File: src/rtl/uart_tx_fifo.sv
// uart_tx_fifo: byte FIFO plus launch controller in front of a UART transmitter.
// Bytes written through wr_en/wr_data are buffered and handed to the transmitter
// one at a time over a start/data/ready handshake. tx_data is held stable from
// launch until the transmitter reports ready again.
//
// Ports:
//   sys_clk   in   system clock, rising edge
//   rst       in   asynchronous active-high reset
//   wr_en     in   write strobe, accepted when full = 0
//   wr_data   in   byte to enqueue
//   full      out  FIFO holds 2**DEPTH_LOG2 bytes
//   count     out  stored bytes, not counting the byte in flight
//   overflow  out  one-cycle pulse for a write rejected because of full
//   tx_start  out  one-cycle launch pulse to the transmitter
//   tx_data   out  byte presented to the transmitter
//   tx_ready  in   transmitter idle (1) / busy (0)
//   idle      out  FIFO empty, controller idle and transmitter ready
module uart_tx_fifo #(
    parameter int unsigned DEPTH_LOG2 = 4
) (
    input  logic                  sys_clk,
    input  logic                  rst,
    input  logic                  wr_en,
    input  logic [7:0]            wr_data,
    output logic                  full,
    output logic [DEPTH_LOG2:0]   count,
    output logic                  overflow,
    output logic                  tx_start,
    output logic [7:0]            tx_data,
    input  logic                  tx_ready,
    output logic                  idle
);

    localparam int unsigned DEPTH = 1 << DEPTH_LOG2;
    localparam int unsigned CW    = DEPTH_LOG2 + 1;

    localparam logic [2:0] S_SYNC      = 3'd0;
    localparam logic [2:0] S_IDLE      = 3'd1;
    localparam logic [2:0] S_START     = 3'd2;
    localparam logic [2:0] S_WAIT_BUSY = 3'd3;
    localparam logic [2:0] S_WAIT_DONE = 3'd4;

    logic [2:0]            state_q, state_d;
    logic [DEPTH_LOG2-1:0] wr_ptr_q, wr_ptr_d;
    logic [DEPTH_LOG2-1:0] rd_ptr_q, rd_ptr_d;
    logic [CW-1:0]         count_q, count_d;
    logic                  full_q, full_d;
    logic                  overflow_q, overflow_d;
    logic                  tx_start_q, tx_start_d;
    logic [7:0]            tx_data_q, tx_data_d;
    logic                  idle_q, idle_d;
    logic [7:0]            mem_q [DEPTH];
    logic                  push;
    logic                  pop;

    // Next-state, FIFO bookkeeping and registered output values
    always_comb begin
        state_d    = state_q;
        tx_start_d = 1'b0;
        tx_data_d  = tx_data_q;
        pop        = 1'b0;
        push       = wr_en && !full_q;

        case (state_q)
            // Transmitter has no reset and may still be finishing a frame
            S_SYNC: begin
                if (tx_ready) state_d = S_IDLE;
            end
            S_IDLE: begin
                if ((count_q != '0) && tx_ready) begin
                    pop        = 1'b1;
                    tx_start_d = 1'b1;
                    tx_data_d  = mem_q[rd_ptr_q];
                    state_d    = S_START;
                end
            end
            // Transmitter only drops ready a cycle after sampling start
            S_START: begin
                state_d = S_WAIT_BUSY;
            end
            S_WAIT_BUSY: begin
                if (!tx_ready) state_d = S_WAIT_DONE;
            end
            S_WAIT_DONE: begin
                if (tx_ready) state_d = S_IDLE;
            end
            default: begin
                state_d = S_SYNC;
            end
        endcase

        wr_ptr_d = push ? wr_ptr_q + DEPTH_LOG2'(1) : wr_ptr_q;
        rd_ptr_d = pop  ? rd_ptr_q + DEPTH_LOG2'(1) : rd_ptr_q;

        case ({push, pop})
            2'b10:   count_d = count_q + CW'(1);
            2'b01:   count_d = count_q - CW'(1);
            default: count_d = count_q;
        endcase

        full_d     = (count_d == CW'(DEPTH));
        overflow_d = wr_en && full_q;
        idle_d     = (count_d == '0) && (state_d == S_IDLE) && tx_ready;
    end

    // Control and output registers
    always_ff @(posedge sys_clk or posedge rst) begin
        if (rst) begin
            state_q    <= S_SYNC;
            wr_ptr_q   <= '0;
            rd_ptr_q   <= '0;
            count_q    <= '0;
            full_q     <= 1'b0;
            overflow_q <= 1'b0;
            tx_start_q <= 1'b0;
            tx_data_q  <= 8'h00;
            idle_q     <= 1'b0;
        end else begin
            state_q    <= state_d;
            wr_ptr_q   <= wr_ptr_d;
            rd_ptr_q   <= rd_ptr_d;
            count_q    <= count_d;
            full_q     <= full_d;
            overflow_q <= overflow_d;
            tx_start_q <= tx_start_d;
            tx_data_q  <= tx_data_d;
            idle_q     <= idle_d;
        end
    end

    // Storage array, intentionally not reset
    always_ff @(posedge sys_clk) begin
        if (push) mem_q[wr_ptr_q] <= wr_data;
    end

    assign full     = full_q;
    assign count    = count_q;
    assign overflow = overflow_q;
    assign tx_start = tx_start_q;
    assign tx_data  = tx_data_q;
    assign idle     = idle_q;

endmodule
File: config.mk
export PLATFORM = sky130hd
export DESIGN_NAME = uart_tx_fifo
export DESIGN_NICKNAME = d
export VERILOG_FILES = /design/src/rtl/uart_tx_fifo.sv
export SDC_FILE = /design/constraint.sdc
export NUM_CORES = 1
export LEC_CHECK = 0
export ABC_AREA = 1
export CAP_MARGIN = 20
export CELL_PAD_IN_SITES_DETAIL_PLACEMENT = 0
export CELL_PAD_IN_SITES_GLOBAL_PLACEMENT = 1
export CORE_MARGIN = 2
export CORE_UTILIZATION = 49
export CTS_CLUSTER_DIAMETER = 50
export CTS_CLUSTER_SIZE = 12
export DETAILED_ROUTE_END_ITERATION = 6
export PLACE_DENSITY_LB_ADDON = 0.3
export SKIP_CTS_REPAIR_TIMING = 1
export SYNTH_ARGS = -nofsm -noshare
export SYNTH_HDL_FRONTEND = slang
export SYNTH_SLANG_ARGS = --single-unit
File: constraint.sdc
create_clock -name sys_clk -period 2.4 [get_ports sys_clk]
set_input_delay 0.48 -clock sys_clk [delete_from_list [all_inputs] [get_ports sys_clk]]
set_output_delay 0.48 -clock sys_clk [all_outputs]
set_load 0.01 [all_outputs]
==> impl_results.html, run 1 <==
<table>
<tr><th>Metric</th><th>Value</th></tr>
<tr><th colspan="2">Run status</th></tr>
<tr><td>Outcome</td><td>completed</td></tr>
<tr><th colspan="2">Clocking</th></tr>
<tr><td>Clock slew at reported path FFs</td><td>0.06 ns</td></tr>
<tr><td>H-tree Lvls</td><td>4</td></tr>
<tr><td>Clock sink count</td><td>156</td></tr>
<tr><td>Maximum buffer depth of the clock tree</td><td>2</td></tr>
<tr><td>Total clock buffers created by CTS</td><td>17</td></tr>
<tr><td>Clock latency at the later pin of the worst-skew pair</td><td>between 0.4 and 0.5 ns</td></tr>
<tr><td>CTS tree</td><td>yes</td></tr>
<tr><td>Clock tree root driver cell</td><td>sky130_fd_sc_hd__clkbuf_16</td></tr>
<tr><th colspan="2">Global routing</th></tr>
<tr><td>Pin count of the biggest net entering global routing</td><td>56</td></tr>
<tr><td>Initial antenna violation count</td><td>0</td></tr>
<tr><td>First-pass GRT wire length</td><td>roughly 22 mm</td></tr>
<tr><td>Residual overflow from global routing</td><td>0</td></tr>
<tr><td>Global-route total usage across every layer</td><td>0.211</td></tr>
<tr><td>Via count of the first global-routing pass</td><td>4115</td></tr>
<tr><th colspan="2">STA</th></tr>
<tr><td>Max_slew headroom</td><td>0.542</td></tr>
<tr><td>Number of endpoints failing setup at the final stage</td><td>0</td></tr>
<tr><td>Slew @ Worst Pin</td><td>0.684 ns</td></tr>
<tr><td>Highest achievable clock rate</td><td>460 MHz</td></tr>
<tr><td>Clock period minus worst slack</td><td>2.17 ns</td></tr>
<tr><td>Max-slew violations</td><td>0</td></tr>
<tr><td>Setup clock skew after layout</td><td>about 0.0075 ns</td></tr>
<tr><td>Number of hold-slack violations in the final timing report</td><td>0</td></tr>
<tr><td>Crit share post-route</td><td>0.905</td></tr>
<tr><td>Setup repair after global routing missed its margin</td><td>no</td></tr>
<tr><td>Final sum of negative setup slack</td><td>0 ns</td></tr>
<tr><td>Worst Hold Margin</td><td>~0.44 ns</td></tr>
<tr><th colspan="2">Worst hold path</th></tr>
<tr><td>Hold crit path type</td><td>input port to asynchronous set/reset pin</td></tr>
<tr><th colspan="2">Yosys</th></tr>
<tr><td>Top cells by count, synth</td><td>sky130_fd_sc_hd__edfxtp_1, sky130_fd_sc_hd__nor2_1, sky130_fd_sc_hd__o21ai_0</td></tr>
<tr><td>Top cells by area in the synthesized netlist</td><td>sky130_fd_sc_hd__edfxtp_1, sky130_fd_sc_hd__dfrtp_1, sky130_fd_sc_hd__nor2_1</td></tr>
<tr><td>Mapped Nets</td><td>528</td></tr>
<tr><td>Sequential element share of the synthesized area</td><td>0.702</td></tr>
<tr><td>Number of synthesis warnings</td><td>0</td></tr>
<tr><td>Most frequently used cell type in the post-synthesis netlist</td><td>sky130_fd_sc_hd__edfxtp_1</td></tr>
<tr><td>Leading register cell type out of synthesis</td><td>sky130_fd_sc_hd__edfxtp_1</td></tr>
<tr><td>Share of the synthesized area in the top cell type</td><td>0.594</td></tr>
<tr><td>Share of synthesized registers carrying an async set or reset</td><td>0.179</td></tr>
<tr><td>Number of distinct library cells after synthesis</td><td>35</td></tr>
<tr><td>Avg Cell Area, Syn</td><td>12.7 sq um</td></tr>
<tr><td>Cell type with the highest aggregate area in the netlist</td><td>sky130_fd_sc_hd__edfxtp_1</td></tr>
<tr><td>Mapped cell area</td><td>0.00647 sq mm</td></tr>
<tr><td>Number of storage elements in the synthesis netlist</td><td>156</td></tr>
<tr><td>Mapped Cells</td><td>509</td></tr>
<tr><td>Number of enable-type register cells in the synthesized netlist</td><td>128</td></tr>
<tr><th colspan="2">Placement</th></tr>
<tr><td>Count of input and output buffers</td><td>28</td></tr>
<tr><td>Detailed Place HPWL</td><td>8.76 mm</td></tr>
<tr><td>Final weighted congestion of routability-driven global placement</td><td>0.806</td></tr>
<tr><th colspan="2">Critical path</th></tr>
<tr><td>Worst-path maximum fanout</td><td>5</td></tr>
<tr><td>Critical Path Max Stage Delay</td><td>between 0.4 and 0.5 ns</td></tr>
<tr><td>WS Path Type</td><td>flop to flop</td></tr>
<tr><td>Slowest-stage cell, CP</td><td>sky130_fd_sc_hd__dfrtp_1</td></tr>
<tr><td>Critical Path Sink Type</td><td>flop</td></tr>
<tr><td>Crit path arrival time</td><td>between 2 and 3 ns</td></tr>
<tr><td>Critical path, cell by cell</td><td>nor2_2 -&gt; nand3_2 -&gt; nand3_4 -&gt; inv_1 -&gt; ha_1 -&gt; bufinv_8 -&gt; nand2_1 -&gt; o21ai_0 -&gt; or2_2 -&gt; nor2_2 -&gt; nand3_2 -&gt; nor2_1</td></tr>
<tr><td>Launching element type of the critical path</td><td>flop</td></tr>
<tr><td>Required time reported for the critical path endpoint</td><td>2.75 ns</td></tr>
<tr><th colspan="2">Routing</th></tr>
<tr><td>Number of iterations in the first detailed-routing pass</td><td>5</td></tr>
<tr><td>Sum of met3 wire segment lengths after detailed routing</td><td>970 um</td></tr>
<tr><td>Post-Route M1 WL</td><td>5.87 mm</td></tr>
<tr><td>Routed WL per cell</td><td>18.4 um</td></tr>
<tr><td>Highest routed metal layer</td><td>met4</td></tr>
<tr><td>DRC Markers</td><td>0</td></tr>
<tr><td>Wirelength, routed</td><td>about 14 mm</td></tr>
<tr><td>Routed wire length on met2</td><td>6.81 mm</td></tr>
<tr><td>Via-per-instance ratio</td><td>approximately 5.4</td></tr>
<tr><td>Violation count after the first detailed-routing iteration</td><td>~390</td></tr>
<tr><td>Vias post-DR</td><td>a little over 4000</td></tr>
<tr><td>Count of nets left with antenna violations after detail routing</td><td>0</td></tr>
<tr><th colspan="2">Power</th></tr>
<tr><td>Post-layout power</td><td>around 9.5 mW</td></tr>
<tr><td>Pwr dens</td><td>1230 mW/mm^2</td></tr>
<tr><td>Cell leakage power</td><td>2.77 nW</td></tr>
<tr><td>IR drop worst, VDD</td><td>0.565 mV</td></tr>
<tr><th colspan="2">Flow run</th></tr>
<tr><td>Number of maximum-capacitance constraint violations</td><td>0</td></tr>
<tr><th colspan="2">Cells and area</th></tr>
<tr><td>Number of filler instances in the final layout</td><td>993</td></tr>
<tr><td>Diode insertion count for antenna repair</td><td>0</td></tr>
<tr><td>Fraction of final layout cells with drive strength greater than 1</td><td>0.169</td></tr>
<tr><td>End-of-flow core utilization</td><td>0.606</td></tr>
<tr><td>Number of nets in the final layout</td><td>586</td></tr>
<tr><td>Area grow syn2layout</td><td>19.5%</td></tr>
<tr><th colspan="2">Floorplanning</th></tr>
<tr><td>DIE HEIGHT</td><td>119 um</td></tr>
<tr><td>Row Count</td><td>41</td></tr>
<tr><td>I/O pins</td><td>29</td></tr>
<tr><td>Starting density of the core</td><td>0.507</td></tr>
<tr><td>Total die area</td><td>about 0.014 sq mm</td></tr>
<tr><td>Core area</td><td>0.0128 sq mm</td></tr>
<tr><td>Die X-Extent</td><td>approximately 120 um</td></tr>
</table>
==> cells in the final DEF (no fill, tap or decap), types with 2 or more instances in the layout <==
cell type	count
sky130_fd_sc_hd__edfxtp_1	128
sky130_fd_sc_hd__nand2_1	27
sky130_fd_sc_hd__nor2_8	2
sky130_fd_sc_hd__buf_4	34
sky130_fd_sc_hd__xor2_1	6
sky130_fd_sc_hd__clkbuf_1	5
sky130_fd_sc_hd__clkbuf_8	2
sky130_fd_sc_hd__xnor2_1	2
sky130_fd_sc_hd__inv_1	18
sky130_fd_sc_hd__clkinv_1	2
sky130_fd_sc_hd__o22ai_1	13
sky130_fd_sc_hd__clkinv_2	4
sky130_fd_sc_hd__o21ai_1	9
sky130_fd_sc_hd__o211ai_1	13
sky130_fd_sc_hd__ha_1	7
sky130_fd_sc_hd__buf_12	3
sky130_fd_sc_hd__nand2_2	10
sky130_fd_sc_hd__o21a_1	8
sky130_fd_sc_hd__inv_2	5
sky130_fd_sc_hd__nand4_1	2
sky130_fd_sc_hd__clkdlybuf4s50_1	28
sky130_fd_sc_hd__a21oi_1	3
sky130_fd_sc_hd__o221ai_1	19
sky130_fd_sc_hd__nor2_1	86
sky130_fd_sc_hd__dfrtp_1	27
sky130_fd_sc_hd__nor2_2	4
sky130_fd_sc_hd__o21ai_0	61
sky130_fd_sc_hd__nand3_1	15
sky130_fd_sc_hd__nand3_2	6
sky130_fd_sc_hd__clkbuf_16	19
==> worst max-delay path, delay by kind of cell (launching register included) <==
| family | cells | cell delay, ns |
|---|---|---|
| AND/OR/NAND/NOR | 8 | 1.05 |
| flip-flops | 1 | 0.43 |
| adder cells (fa/ha/maj) | 1 | 0.29 |
| buffers and inverters | 2 | 0.24 |
| AO/OA/AOI/OAI | 1 | 0.10 |
==> flip-flops by register name, indices dropped and copies added, names as in the netlist <==
name      cells
full          1
overflow      1
idle          1
count         5
state_q       3
tx_data       8
wr_ptr_q      4
tx_start      1
rd_ptr_q      4
mem_q       128
==> where the power goes <==
group,internal (mW),switching [mW],total [mW]
combinational,1.33,2.09,3.42
clock,1.49,0.978,2.47
sequential,3.38,0.256,3.64
==> kinds of logic after synthesis <==
family                     Yosys count  synth area share
adders and majority gates            7            0.0135
DFF                                156             0.702
AOI/OAI and AO/OA                  128             0.122
and+or+nand+nor                    158             0.118
xor gates and xnor gates             8            0.0108
buffers and inverters               52            0.0338
==> path summary, 6_finish.rpt <==
path,start,end,slack [ns],cells after the start
setup / recovery,count[1]$_DFF_PP0_,idle$_DFF_PP0_,0.23,12
setup reg to reg,count[1]$_DFF_PP0_,idle$_DFF_PP0_,0.23,12
max in group asynchronous,rst,rd_ptr_q[0]$_DFFE_PP0P_,1.66,3
hold reg to reg,tx_data[0]$_DFFE_PP0P_,tx_data[0]$_DFFE_PP0P_,0.48,1
min in group sys_clk,tx_data[0]$_DFFE_PP0P_,tx_data[0]$_DFFE_PP0P_,0.48,1
hold / removal,rst,tx_data[7]$_DFFE_PP0P_,0.44,3
==> cell type report <==
class / instances / area [sq um] / share of cell area
flip-flops and latches: 156 / 4550 / 0.588
repair buffers: 65 / 596 / 0.0770
clock buffers: 26 / 522 / 0.0674
inverters: 26 / 111 / 0.0144
well taps: 172 / 215 / 0.0278
multi-input cells: 301 / 1710 / 0.221
clock inverters: 6 / 33.8 / 0.00437
==> per-stage QoR <==
step / setup slack, ns / instance area (sq um) / std cells
final: 0.227 / 7740 / 752
after global routing: 0.0126 / 7740 / 752
after CTS: 0.177 / 7730 / 752
after detailed placement: -0.186 / 7180 / 720
after global placement: -0.123 / 7180 / 720
after floorplan: 0.207 / 6470 / 509
==> routing by layer <==
layer,global-route usage,up-vias
li1,-,1971
met1,0.285,1987
met2,0.340,123
met3,0.0417,16
met4,0.0841,0
met5,0,-
Power figures use the tool's default switching activity.
==> inputs of run 2 (changes only) <==
- CTS_BUF_LIST: not set -> sky130_fd_sc_hd__clkbuf_16
==> impl_results.html, run 2 (same netlist as run 1, synthesis figures left out) <==
<table>
<tr><th>Metric</th><th>Value</th></tr>
<tr><th colspan="2">Cells and area</th></tr>
<tr><td>Leading cell type in the layout, fill and taps excluded</td><td>sky130_fd_sc_hd__edfxtp_1 (unchanged)</td></tr>
<tr><td>Area grow syn2layout</td><td>19.2% (was 19.5%)</td></tr>
<tr><td>Fraction of final layout cells with drive strength greater than 1</td><td>0.167 (was 0.169)</td></tr>
<tr><td>Register with the most flip-flops</td><td>mem_q (unchanged)</td></tr>
<tr><td>Fin cells</td><td>752 (unchanged)</td></tr>
<tr><td>Most frequent cells in the layout</td><td>sky130_fd_sc_hd__edfxtp_1, sky130_fd_sc_hd__nor2_1, sky130_fd_sc_hd__o21ai_0, sky130_fd_sc_hd__buf_4, sky130_fd_sc_hd__clkdlybuf4s50_1 (unchanged)</td></tr>
<tr><td>Number of filler instances in the final layout</td><td>994 (was 993)</td></tr>
<tr><td>End-of-flow core utilization</td><td>0.604 (was 0.606)</td></tr>
<tr><td>Number of nets in the final layout</td><td>586 (unchanged)</td></tr>
<tr><td>Diode insertion count for antenna repair</td><td>0 (unchanged)</td></tr>
<tr><td>Max FFs per register</td><td>128 (unchanged)</td></tr>
<tr><th colspan="2">Placement</th></tr>
<tr><td>Count of placed standard cells including taps</td><td>720 (unchanged)</td></tr>
<tr><td>Count of input and output buffers</td><td>28 (unchanged)</td></tr>
<tr><td>Worst setup slack before clock tree synthesis</td><td>-0.186 ns (unchanged)</td></tr>
<tr><td>Detailed Place HPWL</td><td>8.76 mm (unchanged)</td></tr>
<tr><td>Final weighted congestion of routability-driven global placement</td><td>0.806 (unchanged)</td></tr>
<tr><th colspan="2">Clocking</th></tr>
<tr><td>Total clock buffers created by CTS</td><td>17 (unchanged)</td></tr>
<tr><td>CTS tree</td><td>yes (unchanged)</td></tr>
<tr><td>Clock tree root driver cell</td><td>sky130_fd_sc_hd__clkbuf_16 (unchanged)</td></tr>
<tr><td>H-tree Lvls</td><td>4 (unchanged)</td></tr>
<tr><td>Maximum buffer depth of the clock tree</td><td>2 (unchanged)</td></tr>
<tr><td>Clock slew at reported path FFs</td><td>0.06 ns (about the same)</td></tr>
<tr><td>Clock latency at the later pin of the worst-skew pair</td><td>0.42 ns (about the same)</td></tr>
<tr><td>Clock sink count</td><td>156 (unchanged)</td></tr>
<tr><th colspan="2">STA</th></tr>
<tr><td>Max_slew headroom</td><td>0.548 (was 0.542)</td></tr>
<tr><td>Slew @ Worst Pin</td><td>0.676 ns (was 0.684 ns)</td></tr>
<tr><td>Crit share post-route</td><td>0.904 (was 0.905)</td></tr>
<tr><td>Setup clock skew after layout</td><td>0.00705 ns (was 0.00746 ns)</td></tr>
<tr><td>Setup repair after global routing missed its margin</td><td>no (unchanged)</td></tr>
<tr><td>Worst Setup Slack, final</td><td>0.230 ns (was 0.227 ns)</td></tr>
<tr><td>Number of endpoints failing setup at the final stage</td><td>0 (unchanged)</td></tr>
<tr><td>Clock period minus worst slack</td><td>2.17 ns (about the same)</td></tr>
<tr><td>Number of hold-slack violations in the final timing report</td><td>0 (unchanged)</td></tr>
<tr><td>Highest achievable clock rate</td><td>461 MHz (was 460 MHz)</td></tr>
<tr><td>Worst Hold Margin</td><td>0.436 ns (was 0.437 ns)</td></tr>
<tr><td>Max-slew violations</td><td>0 (unchanged)</td></tr>
<tr><th colspan="2">Routing</th></tr>
<tr><td>Vias post-DR</td><td>4102 (was 4097)</td></tr>
<tr><td>Via-per-instance ratio</td><td>5.45 (about the same)</td></tr>
<tr><td>Count of nets left with antenna violations after detail routing</td><td>0 (unchanged)</td></tr>
<tr><td>DRC Markers</td><td>0 (unchanged)</td></tr>
<tr><td>Wirelength, routed</td><td>13.9 mm (about the same)</td></tr>
<tr><td>Violation count after the first detailed-routing iteration</td><td>381 (was 393)</td></tr>
<tr><td>Number of iterations in the first detailed-routing pass</td><td>4 (was 5)</td></tr>
<tr><td>Routed WL per cell</td><td>18.5 um (was 18.4 um)</td></tr>
<tr><th colspan="2">Critical path</th></tr>
<tr><td>R2R setup slack</td><td>0.23 ns (about the same)</td></tr>
<tr><td>Terminus of the critical flop-to-flop path</td><td>idle$_DFF_PP0_ (unchanged)</td></tr>
<tr><td>Launching element type of the critical path</td><td>flop (unchanged)</td></tr>
<tr><td>WS Path Type</td><td>flop to flop (unchanged)</td></tr>
<tr><td>Critical Path Sink Type</td><td>flop (unchanged)</td></tr>
<tr><td>R2R cell count</td><td>12 (unchanged)</td></tr>
<tr><td>Crit path arrival time</td><td>2.52 ns (about the same)</td></tr>
<tr><td>Critical path, cell by cell</td><td>nor2_2 -&gt; nand3_2 -&gt; nand3_4 -&gt; inv_1 -&gt; ha_1 -&gt; bufinv_8 -&gt; nand2_1 -&gt; o21ai_0 -&gt; or2_2 -&gt; nor2_2 -&gt; nand3_2 -&gt; nor2_1 (unchanged)</td></tr>
<tr><td>Slowest-stage cell, CP</td><td>sky130_fd_sc_hd__dfrtp_1 (unchanged)</td></tr>
<tr><td>Critical Path Max Stage Delay</td><td>0.43 ns (about the same)</td></tr>
<tr><td>Launch instance of the worst register-to-register path</td><td>count[1]$_DFF_PP0_ (unchanged)</td></tr>
<tr><td>Required time reported for the critical path endpoint</td><td>2.75 ns (about the same)</td></tr>
<tr><td>Worst-path maximum fanout</td><td>5 (unchanged)</td></tr>
<tr><th colspan="2">Flow run</th></tr>
<tr><td>Number of maximum-capacitance constraint violations</td><td>0 (unchanged)</td></tr>
<tr><th colspan="2">Floorplanning</th></tr>
<tr><td>Total die area</td><td>0.0141 sq mm (unchanged)</td></tr>
<tr><td>DIE HEIGHT</td><td>119 um (unchanged)</td></tr>
<tr><td>Die X-Extent</td><td>119 um (unchanged)</td></tr>
<tr><td>Row Count</td><td>41 (unchanged)</td></tr>
<tr><td>Starting density of the core</td><td>0.507 (unchanged)</td></tr>
<tr><td>Core area</td><td>0.0128 sq mm (unchanged)</td></tr>
<tr><td>I/O pins</td><td>29 (unchanged)</td></tr>
<tr><th colspan="2">Power</th></tr>
<tr><td>Pwr dens</td><td>1220 mW/mm^2 (was 1230 mW/mm^2)</td></tr>
<tr><td>Post-layout power</td><td>9.44 mW (was 9.53 mW)</td></tr>
<tr><td>IR drop worst, VDD</td><td>0.566 mV (was 0.565 mV)</td></tr>
<tr><td>Cell leakage power</td><td>2.78 nW (was 2.77 nW)</td></tr>
<tr><th colspan="2">Global routing</th></tr>
<tr><td>Via count of the first global-routing pass</td><td>4117 (was 4115)</td></tr>
<tr><td>Residual overflow from global routing</td><td>0 (unchanged)</td></tr>
<tr><td>Global-route total usage across every layer</td><td>0.211 (unchanged)</td></tr>
<tr><td>Pin count of the biggest net entering global routing</td><td>56 (unchanged)</td></tr>
<tr><td>Initial antenna violation count</td><td>0 (unchanged)</td></tr>
<tr><td>First-pass GRT wire length</td><td>22.1 mm (about the same)</td></tr>
<tr><th colspan="2">Worst hold path</th></tr>
<tr><td>Hold crit path type</td><td>input port to asynchronous set/reset pin (unchanged)</td></tr>
<tr><th colspan="2">Run status</th></tr>
<tr><td>Outcome</td><td>completed (unchanged)</td></tr>
</table>
-- run 2: changes by cell type in the layout (fill, tap and decap cells not counted) --
cell	delta
sky130_fd_sc_hd__clkbuf_1	-5
sky130_fd_sc_hd__inv_1	+5
sky130_fd_sc_hd__clkbuf_8	-2
sky130_fd_sc_hd__clkinv_1	+1
sky130_fd_sc_hd__inv_2	+1
-- run 2: critical path: cells and delay by family, from the launching register on --
kind                       cells  cell delay (ns)
DFF                            1             0.43
buffers and inverters          2             0.24
AOI/OAI and AO/OA              1             0.10
adders and majority gates      1             0.29
and+or+nand+nor                8             1.05
-- run 2: stage by stage --
step                TNS [ns]  instance area, sq um
global placement      -0.240                  7180
detailed placement    -0.352                  7180
global route               0                  7720
floorplan                  0                  6470
finish                     0                  7720
CTS                        0                  7710
-- run 2: area by class of cell --
| class | count | area, sq um | area share |
|---|---|---|---|
| Clock buffer | 19 | 475 | 0.0616 |
| Clock inverter | 13 | 60.1 | 0.00778 |
| Inverter | 26 | 111 | 0.0144 |
| Multi-Input combinational cell | 301 | 1710 | 0.222 |
| Sequential cell | 156 | 4550 | 0.589 |
| Tap cell | 172 | 215 | 0.0279 |
| Timing Repair Buffer | 65 | 596 | 0.0772 |
-- run 2: worst max-delay path by stage --
| stage | slack (ns) | cells after the start | endpoint | from |
|---|---|---|---|---|
| after floorplan | 0.21 | 12 | idle$_DFF_PP0_ | count[0]$_DFF_PP0_ |
| after global placement | -0.12 | 11 | idle$_DFF_PP0_ | tx_ready |
| after detailed placement | -0.19 | 11 | idle$_DFF_PP0_ | tx_ready |
| after CTS | 0.18 | 12 | idle$_DFF_PP0_ | count[2]$_DFF_PP0_ |
| after global routing | 0.01 | 12 | idle$_DFF_PP0_ | count[1]$_DFF_PP0_ |
| final | 0.23 | 12 | idle$_DFF_PP0_ | count[1]$_DFF_PP0_ |
-- run 2: metal layers --
layer | vias to the layer above | track usage | part of all wire
li1 | 1973 | - | -
met1 | 2015 | 0.285 | 0.43
met2 | 106 | 0.340 | 0.51
met3 | 8 | 0.0417 | 0.056
met4 | 0 | 0.0841 | 0.0081
met5 | - | 0 | 0
-- run 2: report_power, final --
group	total, mW	internal (mW)	switching, mW	leakage [nW]
Clock	2.38	1.41	0.975	0.287
Sequential	3.64	3.38	0.257	1.49
Combinational	3.42	1.33	2.08	1.01
Total	9.44	6.12	3.31	2.78
